<file path="config.mk">
export PLATFORM = sky130hd
export DESIGN_NAME = uart_stream_arbiter
export DESIGN_NICKNAME = d
export VERILOG_FILES = /design/src/rtl/uart_arb_pkg.sv /design/src/rtl/uart_stream_arbiter_rr_picker.sv /design/src/rtl/uart_stream_arbiter.sv
export SDC_FILE = /design/constraint.sdc
export NUM_CORES = 1
export LEC_CHECK = 0
export CAP_MARGIN = 25
export CORE_MARGIN = 4
export CORE_UTILIZATION = 45
export CTS_BUF_LIST = sky130_fd_sc_hd__clkbuf_8
export DETAILED_ROUTE_END_ITERATION = 10
export HOLD_SLACK_MARGIN = 0.06
export PLACE_DENSITY_LB_ADDON = 0.05
export SKIP_CTS_REPAIR_TIMING = 1
export SYNTH_ARGS = -nofsm -noshare
export SYNTH_HDL_FRONTEND = slang
export SYNTH_SLANG_ARGS = --single-unit
</file>
<file path="constraint.sdc">
create_clock -name clk -period 4.9 [get_ports clk]
set_input_delay 0.98 -clock clk [delete_from_list [all_inputs] [get_ports clk]]
set_output_delay 0.98 -clock clk [all_outputs]
set_load 0.005 [all_outputs]
</file>
<file path="src/rtl/uart_arb_pkg.sv">
// Shared types and header layout for the UART stream arbiter.
// FSM state encoding, default header magic and header field positions.
package uart_arb_pkg;

  typedef enum logic [1:0] {
    IDLE,
    HEADER,
    PAYLOAD,
    TRAILER
  } arb_state_e;

  localparam logic [3:0] HDR_MAGIC_DEFAULT = 4'hA;

  localparam int HDR_MAGIC_MSB = 7;
  localparam int HDR_MAGIC_LSB = 4;
  localparam int HDR_ID_MSB    = 1;
  localparam int HDR_ID_LSB    = 0;

  // Bits [3:2] of the header are reserved and always zero.
  function automatic logic [7:0] make_header(input logic [3:0] magic, input logic [1:0] id);
    logic [7:0] hdr;
    hdr = '0;
    hdr[HDR_MAGIC_MSB:HDR_MAGIC_LSB] = magic;
    hdr[HDR_ID_MSB:HDR_ID_LSB]       = id;
    return hdr;
  endfunction

endpackage

</file>
<file path="src/rtl/uart_stream_arbiter_rr_picker.sv">
// Combinational round-robin selector: first requester at or after i_rr_ptr,
// wrapping modulo NUM_SRC.
module rr_picker #(
  parameter int NUM_SRC = 2
) (
  input  logic [NUM_SRC-1:0] i_req,
  input  logic [1:0]         i_rr_ptr,
  output logic [1:0]         o_winner,
  output logic               o_any_req
);

  int w_idx;

  // NOTE: every output gets a default before the loop so no latch is inferred.
  always_comb begin
    o_winner  = '0;
    o_any_req = |i_req;
    w_idx     = 0;
    // Walk from the farthest candidate back to rr_ptr so the nearest requester is written last.
    for (int k = NUM_SRC - 1; k >= 0; k--) begin
      w_idx = int'(i_rr_ptr) + k;
      if (w_idx >= NUM_SRC) w_idx = w_idx - NUM_SRC;
      if (i_req[w_idx]) o_winner = 2'(w_idx);
    end
  end

endmodule

</file>
<file path="src/rtl/uart_stream_arbiter.sv">
// Round-robin framer sharing one UART byte input between NUM_SRC streams.
// Define UART_ARB_CHECKSUM_EN to append an XOR checksum trailer to every burst.
module uart_stream_arbiter
  import uart_arb_pkg::*;
#(
  parameter int         NUM_SRC   = 2,
  parameter int         BURST_LEN = 16,
  parameter logic [3:0] HDR_MAGIC = HDR_MAGIC_DEFAULT
) (
  input  logic                   clk,
  input  logic                   rst_n,
  input  logic [8*NUM_SRC-1:0]   src_data,
  input  logic [NUM_SRC-1:0]     src_valid,
  output logic [NUM_SRC-1:0]     src_ready,
  output logic [7:0]             tx_data,
  output logic                   tx_valid,
  input  logic                   tx_ready,
  output logic [1:0]             grant_id,
  output logic                   busy
);

  localparam logic [7:0] LAST_IDX = 8'(BURST_LEN - 1);

  arb_state_e r_state;
  arb_state_e w_state_next;
  logic [1:0] r_grant_id;
  logic [1:0] r_rr_ptr;
  logic [7:0] r_byte_cnt;
  logic [1:0] w_winner;
  logic [1:0] w_rr_next;
  logic       w_any_req;
  logic       w_sel_valid;
  logic [7:0] w_sel_data;
  logic       w_tx_fire;
  logic       w_last_byte;
`ifdef UART_ARB_CHECKSUM_EN
  logic [7:0] r_checksum;
`endif

  rr_picker #(.NUM_SRC(NUM_SRC)) u_rr_picker (
    .i_req     (src_valid),
    .i_rr_ptr  (r_rr_ptr),
    .o_winner  (w_winner),
    .o_any_req (w_any_req)
  );

  always_comb begin
    w_sel_valid = 1'b0;
    w_sel_data  = '0;
    src_ready   = '0;
    for (int i = 0; i < NUM_SRC; i++) begin
      if (r_grant_id == 2'(i)) begin
        w_sel_valid  = src_valid[i];
        w_sel_data   = src_data[8*i +: 8];
        src_ready[i] = (r_state == PAYLOAD) && tx_ready;
      end
    end
  end

  assign w_tx_fire   = tx_valid && tx_ready;
  assign w_last_byte = (r_state == PAYLOAD) && w_tx_fire && (r_byte_cnt == LAST_IDX);
  assign w_rr_next   = (r_grant_id == 2'(NUM_SRC - 1)) ? 2'b00 : r_grant_id + 2'd1;

  always_comb begin
    w_state_next = r_state;
    tx_valid     = 1'b0;
    tx_data      = '0;
    case (r_state)
      IDLE: begin
        if (w_any_req) w_state_next = HEADER;
      end
      HEADER: begin
        tx_valid = 1'b1;
        tx_data  = make_header(HDR_MAGIC, r_grant_id);
        if (tx_ready) w_state_next = PAYLOAD;
      end
      PAYLOAD: begin
        tx_valid = w_sel_valid;
        tx_data  = w_sel_data;
`ifdef UART_ARB_CHECKSUM_EN
        if (w_last_byte) w_state_next = TRAILER;
`else
        if (w_last_byte) w_state_next = IDLE;
`endif
      end
`ifdef UART_ARB_CHECKSUM_EN
      TRAILER: begin
        tx_valid = 1'b1;
        tx_data  = r_checksum;
        if (tx_ready) w_state_next = IDLE;
      end
`endif
      default: w_state_next = IDLE;
    endcase
  end

  // NOTE: sequential state uses non-blocking assignments so all registers update from pre-edge values.
  always_ff @(posedge clk) begin
    if (!rst_n) begin
      r_state    <= IDLE;
      r_grant_id <= '0;
      r_rr_ptr   <= '0;
      r_byte_cnt <= '0;
    end else begin
      r_state <= w_state_next;
      if (r_state == IDLE && w_any_req) r_grant_id <= w_winner;
      if (r_state == HEADER && tx_ready) begin
        r_byte_cnt <= '0;
      end else if (r_state == PAYLOAD && w_tx_fire) begin
        r_byte_cnt <= r_byte_cnt + 8'd1;
      end
      // The source just served drops to lowest priority for the next arbitration.
      if (w_last_byte) r_rr_ptr <= w_rr_next;
    end
  end

`ifdef UART_ARB_CHECKSUM_EN
  always_ff @(posedge clk) begin
    if (!rst_n) begin
      r_checksum <= '0;
    end else if (r_state == HEADER && tx_ready) begin
      r_checksum <= '0;
    end else if (r_state == PAYLOAD && w_tx_fire) begin
      r_checksum <= r_checksum ^ w_sel_data;
    end
  end
`endif

  assign grant_id = r_grant_id;
  assign busy     = (r_state != IDLE);

endmodule

</file>
==> impl_metrics.py, run 1 <==
metrics = {
    "status": {
        "status": "finished clean",
    },
    "pwr": {
        "comb_power_share": 0.431,
        "p_switching_mw": 0.143,
        "power_frac_seq": 0.317,
        "p_leak_nw": 0.479,
        "p_clk_frac": 0.252,
        "ir_drop_v": 0.000164,
        "p_sw_frac": 0.327,
        "p_int_mw": 0.294,
        "power_density_nw_per_um2": 330,
    },
    "clock_network": {
        "path_clk_slew_ns": 0.06,
        "cts.path.max_buffers": 2,
        "numCtsBuffers": 3,
        "root_buffer": "clkbuf_8",
        "htree_num_levels": 1,
        "cts_tree": "built",
        "clock_sinks": 14,
        "clk_latency_ns": 0.24,
    },
    "finish": {
        "num-fill-cells": 171,
        "drive_above_1_share": 0.0267,
        "area_growth_pct": 44.7,
        "seqCellArea_um2": 280,
        "multi_input_area_um2": 597,
        "final_cell_area_um2": 1330,
        "nets": 177,
        "diodes": 0,
    },
    "placement": {
        "gp_congestion": 0.707,
        "numPortBuffers": 34,
        "hpwl_um": 1780,
        "pre_cts_ws_ns": 1.51,
        "postPlaceCellArea_um2": 1270,
    },
    "sta": {
        "fin_crit_ns": 3.42,
        "slew_violations": 0,
        "fin_worst_skew_ns": 0.00116,
        "max_freq_mhz": 292,
        "setup_viol": 0,
        "post-route-period-util": 0.698,
        "slew-limit-headroom": 0.553,
        "rsz0062_at_grt": "no",
        "hold_viol": 0,
        "worst_slew_pin_slew_ns": 0.669,
        "tns_ns": 0,
        "fin_ws_ns": 1.48,
    },
    "synth": {
        "synth_top_area_frac": 0.306,
        "syn_area_per_cell_um2": 7.90,
        "synth-edff-count": 0,
        "ys_ff_latch": 14,
        "synth_most_common_cell": "nand2_1",
        "yosysSeqAreaShare": 0.306,
        "syn_nets": 142,
        "synth_common_cells": "nand2_1 (18), dfxtp_1 (14), mux2i_1 (12)",
        "ys.warnings.count": 0,
        "ys_async_sr_fraction": 0,
        "syn_area_um2": 916,
        "synth_area_leaders": "dfxtp_1 (31%), mux2i_1 (13%), nand2_1 (7.4%), ha_1 (6.8%), o21ai_0 (5.5%)",
        "ys_types": 31,
        "netlist_instances": 116,
        "ys.flop_type": "dfxtp_1",
        "synth.largest_area_cell": "dfxtp_1",
    },
    "worst_setup_path": {
        "cp_num_buf_inv": 2,
        "crit_arrival_ns": 2.44,
        "cp-start-kind": "primary input",
        "cpPeakStageDelay_ns": 0.56,
        "worstSetupEndpointType": "output port",
        "required_ns": 3.92,
        "critPathKind": "in2out",
        "crit_top_cell": "clkdlybuf4s50_1",
        "crit_family": "buffers and inverters",
        "cp_slowest_cell": "clkdlybuf4s50_1",
        "critical_path_peak_fanout": 6,
        "path_cells": "clkdlybuf4s50_1, mux2i_1, o21ai_0, clkdlybuf4s50_1",
    },
    "global_route": {
        "grt_pass1_wl_um": 3950,
        "grt_overflow": 0,
        "grt_max_degree": 17,
        "first_global_vias": 905,
        "antenna_found_initial": 0,
        "grt_usage": 0.193,
    },
    "detailed_routing": {
        "avgViaCountPerCell": 5.33,
        "wire_per_inst_um": 13.2,
        "first_pass_iters": 4,
        "wirelength_um": 2330,
        "vias": 943,
        "drtAntennaViolNets": 0,
        "drtIter0Drc": 19,
        "drc_errors": 0,
    },
    "floorplan": {
        "core_area_um2": 1940,
        "rows": 16,
        "die_area_um2": 2820,
        "start_util": 0.472,
        "die_w_um": 53.1,
        "io_pins": 35,
        "die_y_um": 53.1,
    },
    "flow_run": {
        "max_cap_viol_count": 0,
    },
    "min_path": {
        "hp-class": "reg2reg",
    },
}
logic make-up (layout without fill, tap and decap cells):
logic type,Yosys count,in the layout,share of synthesized area
and+or+nand+nor,50,50,0.286
AOI/OAI and AO/OA,25,25,0.157
DFF,14,14,0.306
muxes,12,12,0.131
buffers and inverters,9,43,0.0424
adders and majority gates,5,5,0.0683
xor gates and xnor gates,1,1,0.00956
per-layer routing:
metal | up-vias | global-route usage | share of wire
li1 | 485 | - | -
met5 | - | 0 | 0
met2 | 39 | 0.324 | 0.46
met3 | 2 | 0.107 | 0.12
met4 | 0 | 0.0511 | 0.0056
met1 | 417 | 0.207 | 0.41
final timing paths:
kind                                                from                         end  slack (ns)  cells past startpoint
worst max register to register  grant_id[0]$_SDFFE_PN0P_  r_byte_cnt[5]$_SDFFE_PP0P_        2.77                      4
worst min-delay path            r_rr_ptr[1]$_SDFFE_PN0P_    r_rr_ptr[1]$_SDFFE_PN0P_        0.47                      2
worst max-delay path                        src_valid[0]                    tx_valid        1.48                      4
worst min register to register  r_rr_ptr[1]$_SDFFE_PN0P_    r_rr_ptr[1]$_SDFFE_PN0P_        0.47                      2
power groups by stage:
stage | clock, mW | sequential [mW] | combinational, mW
6_report | 0.110 | 0.139 | 0.189
4_1_cts | 0.112 | 0.139 | 0.189
3_5_place_dp | 0 | 0.141 | 0.186
5_1_grt | 0.117 | 0.141 | 0.209
2_1_floorplan | 0 | 0.132 | 0.111
3_3_place_gp | 0 | 0.140 | 0.181
through the flow:
step	hold slack [ns]	utilization	power (mW)	cells
after floorplan	0.438	-	0.243	116
after global placement	0.460	0.654	0.321	173
after detailed placement	0.465	0.654	0.327	173
after CTS	0.473	0.682	0.440	177
after global routing	0.498	0.682	0.467	177
final	0.467	0.682	0.437	177
layout by cell type (no fill, tap or decap), types with 3 or more instances in the layout:
| cell type | netlist | routed |
|---|---|---|
| inv_1 | 5 | 5 |
| or4_1 | 3 | 3 |
| clkbuf_8 | 0 | 4 |
| nand3_1 | 3 | 3 |
| a21oi_1 | 8 | 8 |
| dfxtp_1 | 14 | 14 |
| o21ai_0 | 10 | 10 |
| nor2b_1 | 3 | 3 |
| nor2_1 | 6 | 6 |
| clkdlybuf4s50_1 | 0 | 34 |
| nand2_1 | 18 | 18 |
| or3_1 | 3 | 3 |
| mux2i_1 | 12 | 12 |
| o31ai_1 | 3 | 3 |
| ha_1 | 5 | 5 |
layout make-up:
class,instances,share of cell area
Tap cell,27,0.0255
Inverter,5,0.0142
Clock buffer,4,0.0415
Timing Repair Buffer,34,0.257
Sequential cell,14,0.212
Multi-Input combinational cell,93,0.450
sequential cells by signal, summed over array words and instances, names as in the netlist:
register    count
grant_id        2
r_byte_cnt      8
r_rr_ptr        2
r_state         2
worst min-delay path: cells and delay by family (launching register included):
family / cells / cell delay [ns]
multiplexers: 1 / 0.05
AND/OR/NAND/NOR: 1 / 0.05
flip-flops: 1 / 0.31
No activity file was read; power rests on OpenSTA's default activity.
==> run 2, diff against run 1 <==
clock period = 3.3 ns   (was 4.9 ns; I/O delays follow)
==> run 2 against run 1 <==
  * Non-clock buffer count up 1
  * Via count up 2.4%
  * Die area stayed put
  * Core utilization fell by 0.32 points
  * First-iteration DRC count down 63%
  * Worst hold slack better by 0.0089 ns
  * Critical path depth increased by 3
  * Setup slack worse by 1.1 ns
  * Combinational power rose by 50%
  * Clock power up 26%
  * Sequential power is 43% higher
  * Final area decreased by 0.47%
  * Largest cell class unchanged
==> impl_metrics.py, run 2 (synthesis gave the netlist of run 1 again) <==
metrics = {
    "placement": {
        "hpwl_um": 1790,
        "gp_congestion": 0.712,
        "place_inst": 174,
        "numPortBuffers": 34,
        "pre_cts_ws_ns": 0.587,
    },
    "finish": {
        "num-fill-cells": 175,
        "area_growth_pct": 44.0,
        "final_cells": 177,
        "largest_register_ffs": 8,
        "nets": 178,
        "drive_above_1_share": 0.0267,
        "layout_common_cells": "clkdlybuf4s50_1 (34), nand2_1 (18), dfxtp_1 (14), mux2i_1 (12), o21ai_0 (10)",
        "diodes": 0,
        "top_register": "r_byte_cnt",
        "layout_commonest_cell": "clkdlybuf4s50_1",
    },
    "worst_setup_path": {
        "worstSetupEndpointType": "output port",
        "critical_path_peak_fanout": 10,
        "required_ns": 2.64,
        "cp-start-kind": "flip-flop",
        "crit_arrival_ns": 2.22,
        "critPathKind": "reg2out",
    },
    "status": {
        "status": "finished clean",
    },
    "sta": {
        "post-route-period-util": 0.873,
        "fin_worst_skew_ns": 0.00383,
        "rsz0062_at_grt": "no",
        "setup_viol": 0,
        "slew-limit-headroom": 0.719,
        "fin_hold_ws_ns": 0.476,
        "fin_ws_ns": 0.419,
        "tns_ns": 0,
        "hold_viol": 0,
        "worst_slew_pin_slew_ns": 0.418,
        "fin_crit_ns": 2.88,
        "max_freq_mhz": 347,
        "slew_violations": 0,
    },
    "clock_network": {
        "numCtsBuffers": 3,
        "htree_num_levels": 1,
        "path_clk_slew_ns": 0.05,
        "clk_latency_ns": 0.24,
        "clock_sinks": 14,
        "cts.path.max_buffers": 2,
        "root_buffer": "clkbuf_8",
        "cts_tree": "built",
    },
    "detailed_routing": {
        "drtIter0Drc": 7,
        "wirelength_um": 2300,
        "wl_met3_um": 261,
        "m1WireLength_um": 984,
        "vias": 966,
        "drc_errors": 0,
        "routed.top_layer": "met4",
        "avgViaCountPerCell": 5.46,
        "drtAntennaViolNets": 0,
        "wire_per_inst_um": 13.0,
        "first_pass_iters": 4,
        "route.met2.wl_um": 1030,
    },
    "pwr": {
        "p_sw_frac": 0.334,
        "p_clk_frac": 0.223,
        "power_density_nw_per_um2": 471,
        "p_leak_nw": 0.477,
        "comb_power_share": 0.456,
        "p_int_mw": 0.414,
        "p_switching_mw": 0.207,
        "ir_drop_v": 0.000239,
        "power_frac_seq": 0.321,
    },
    "floorplan": {
        "start_util": 0.472,
        "die_y_um": 53.1,
        "rows": 16,
        "die_area_um2": 2820,
        "core_area_um2": 1940,
        "io_pins": 35,
        "die_w_um": 53.1,
    },
    "global_route": {
        "grt_overflow": 0,
        "antenna_found_initial": 0,
        "grt_max_degree": 14,
        "grt_pass1_wl_um": 3880,
        "first_global_vias": 944,
        "grt_usage": 0.188,
    },
    "min_path": {
        "hp-class": "reg2reg",
    },
    "flow_run": {
        "max_cap_viol_count": 0,
    },
}
==> run 2: metal layers <==
metal / global-route usage / vias to the layer above
met5: 0 / -
met4: 0.0638 / 0
met3: 0.101 / 4
met2: 0.310 / 32
met1: 0.204 / 442
li1: - / 488
==> run 2: per-stage QoR <==
stage	utilization	cell area, µm²	power [mW]
2_1_floorplan	-	916	0.360
5_1_grt	0.679	1320	0.663
3_3_place_gp	0.658	1280	0.478
6_report	0.679	1320	0.621
4_1_cts	0.679	1320	0.625
3_5_place_dp	0.658	1280	0.486
==> run 2: cell type report <==
type | instances | area [µm²] | share of cell area
clock buffer | 3 | 41.3 | 0.0313
inverter | 5 | 18.8 | 0.0142
multi-input combinational | 93 | 597 | 0.453
sequential | 14 | 280 | 0.213
tap | 27 | 33.8 | 0.0256
timing repair buffer | 35 | 348 | 0.264
==> run 2: worst paths after layout <==
| kind | start | to | slack, ns | cells past startpoint |
|---|---|---|---|---|
| setup / recovery | r_state[0]$_SDFFE_PN0P_ | tx_data[0] | 0.42 | 7 |
| hold / removal | r_byte_cnt[1]$_SDFFE_PP0P_ | r_byte_cnt[1]$_SDFFE_PP0P_ | 0.48 | 2 |
| setup reg to reg | r_state[0]$_SDFFE_PN0P_ | r_byte_cnt[5]$_SDFFE_PP0P_ | 1.24 | 6 |
| hold reg to reg | r_byte_cnt[1]$_SDFFE_PP0P_ | r_byte_cnt[1]$_SDFFE_PP0P_ | 0.48 | 2 |
==> run 2: worst max-delay path, stage by stage (launching register included) <==
cell and delay [ns]:
dfxtp_1 0.34, inv_1 0.09, ha_1 0.22, nor2b_1 0.22, nand2_1 0.22, nor3b_1 0.26
a21o_1 0.12, clkdlybuf4s50_1 0.50
==> run 2: power groups by stage <==
stage	logic, mW	registers (mW)	clock network (mW)
3_3_place_gp	0.277	0.201	0
3_5_place_dp	0.284	0.202	0
6_report	0.283	0.199	0.139
5_1_grt	0.313	0.201	0.150
4_1_cts	0.285	0.199	0.141
2_1_floorplan	0.165	0.195	0
==> run 3, diff against run 2 <==
SLEW_MARGIN = 20   (was not set)
clock period = 3.58 ns   (was 3.3 ns; I/O delays follow)
==> results of run 3 <==
Same layout as run 1 (identical final DEF). Status: finished clean.
Among the figures that moved: setup slack after placement 1.51 ns -> 0.722 ns; setup slack after layout 1.48 ns -> 0.601 ns; start point of the critical path src_valid[0] -> r_state[0]$_SDFFE_PN0P_; end point of the critical path tx_valid -> tx_data[0]; register-to-register setup slack 2.77 ns -> 1.45 ns; total power 0.437 mW -> 0.599 mW; worst IR drop on VDD 0.000164 V -> 0.000225 V
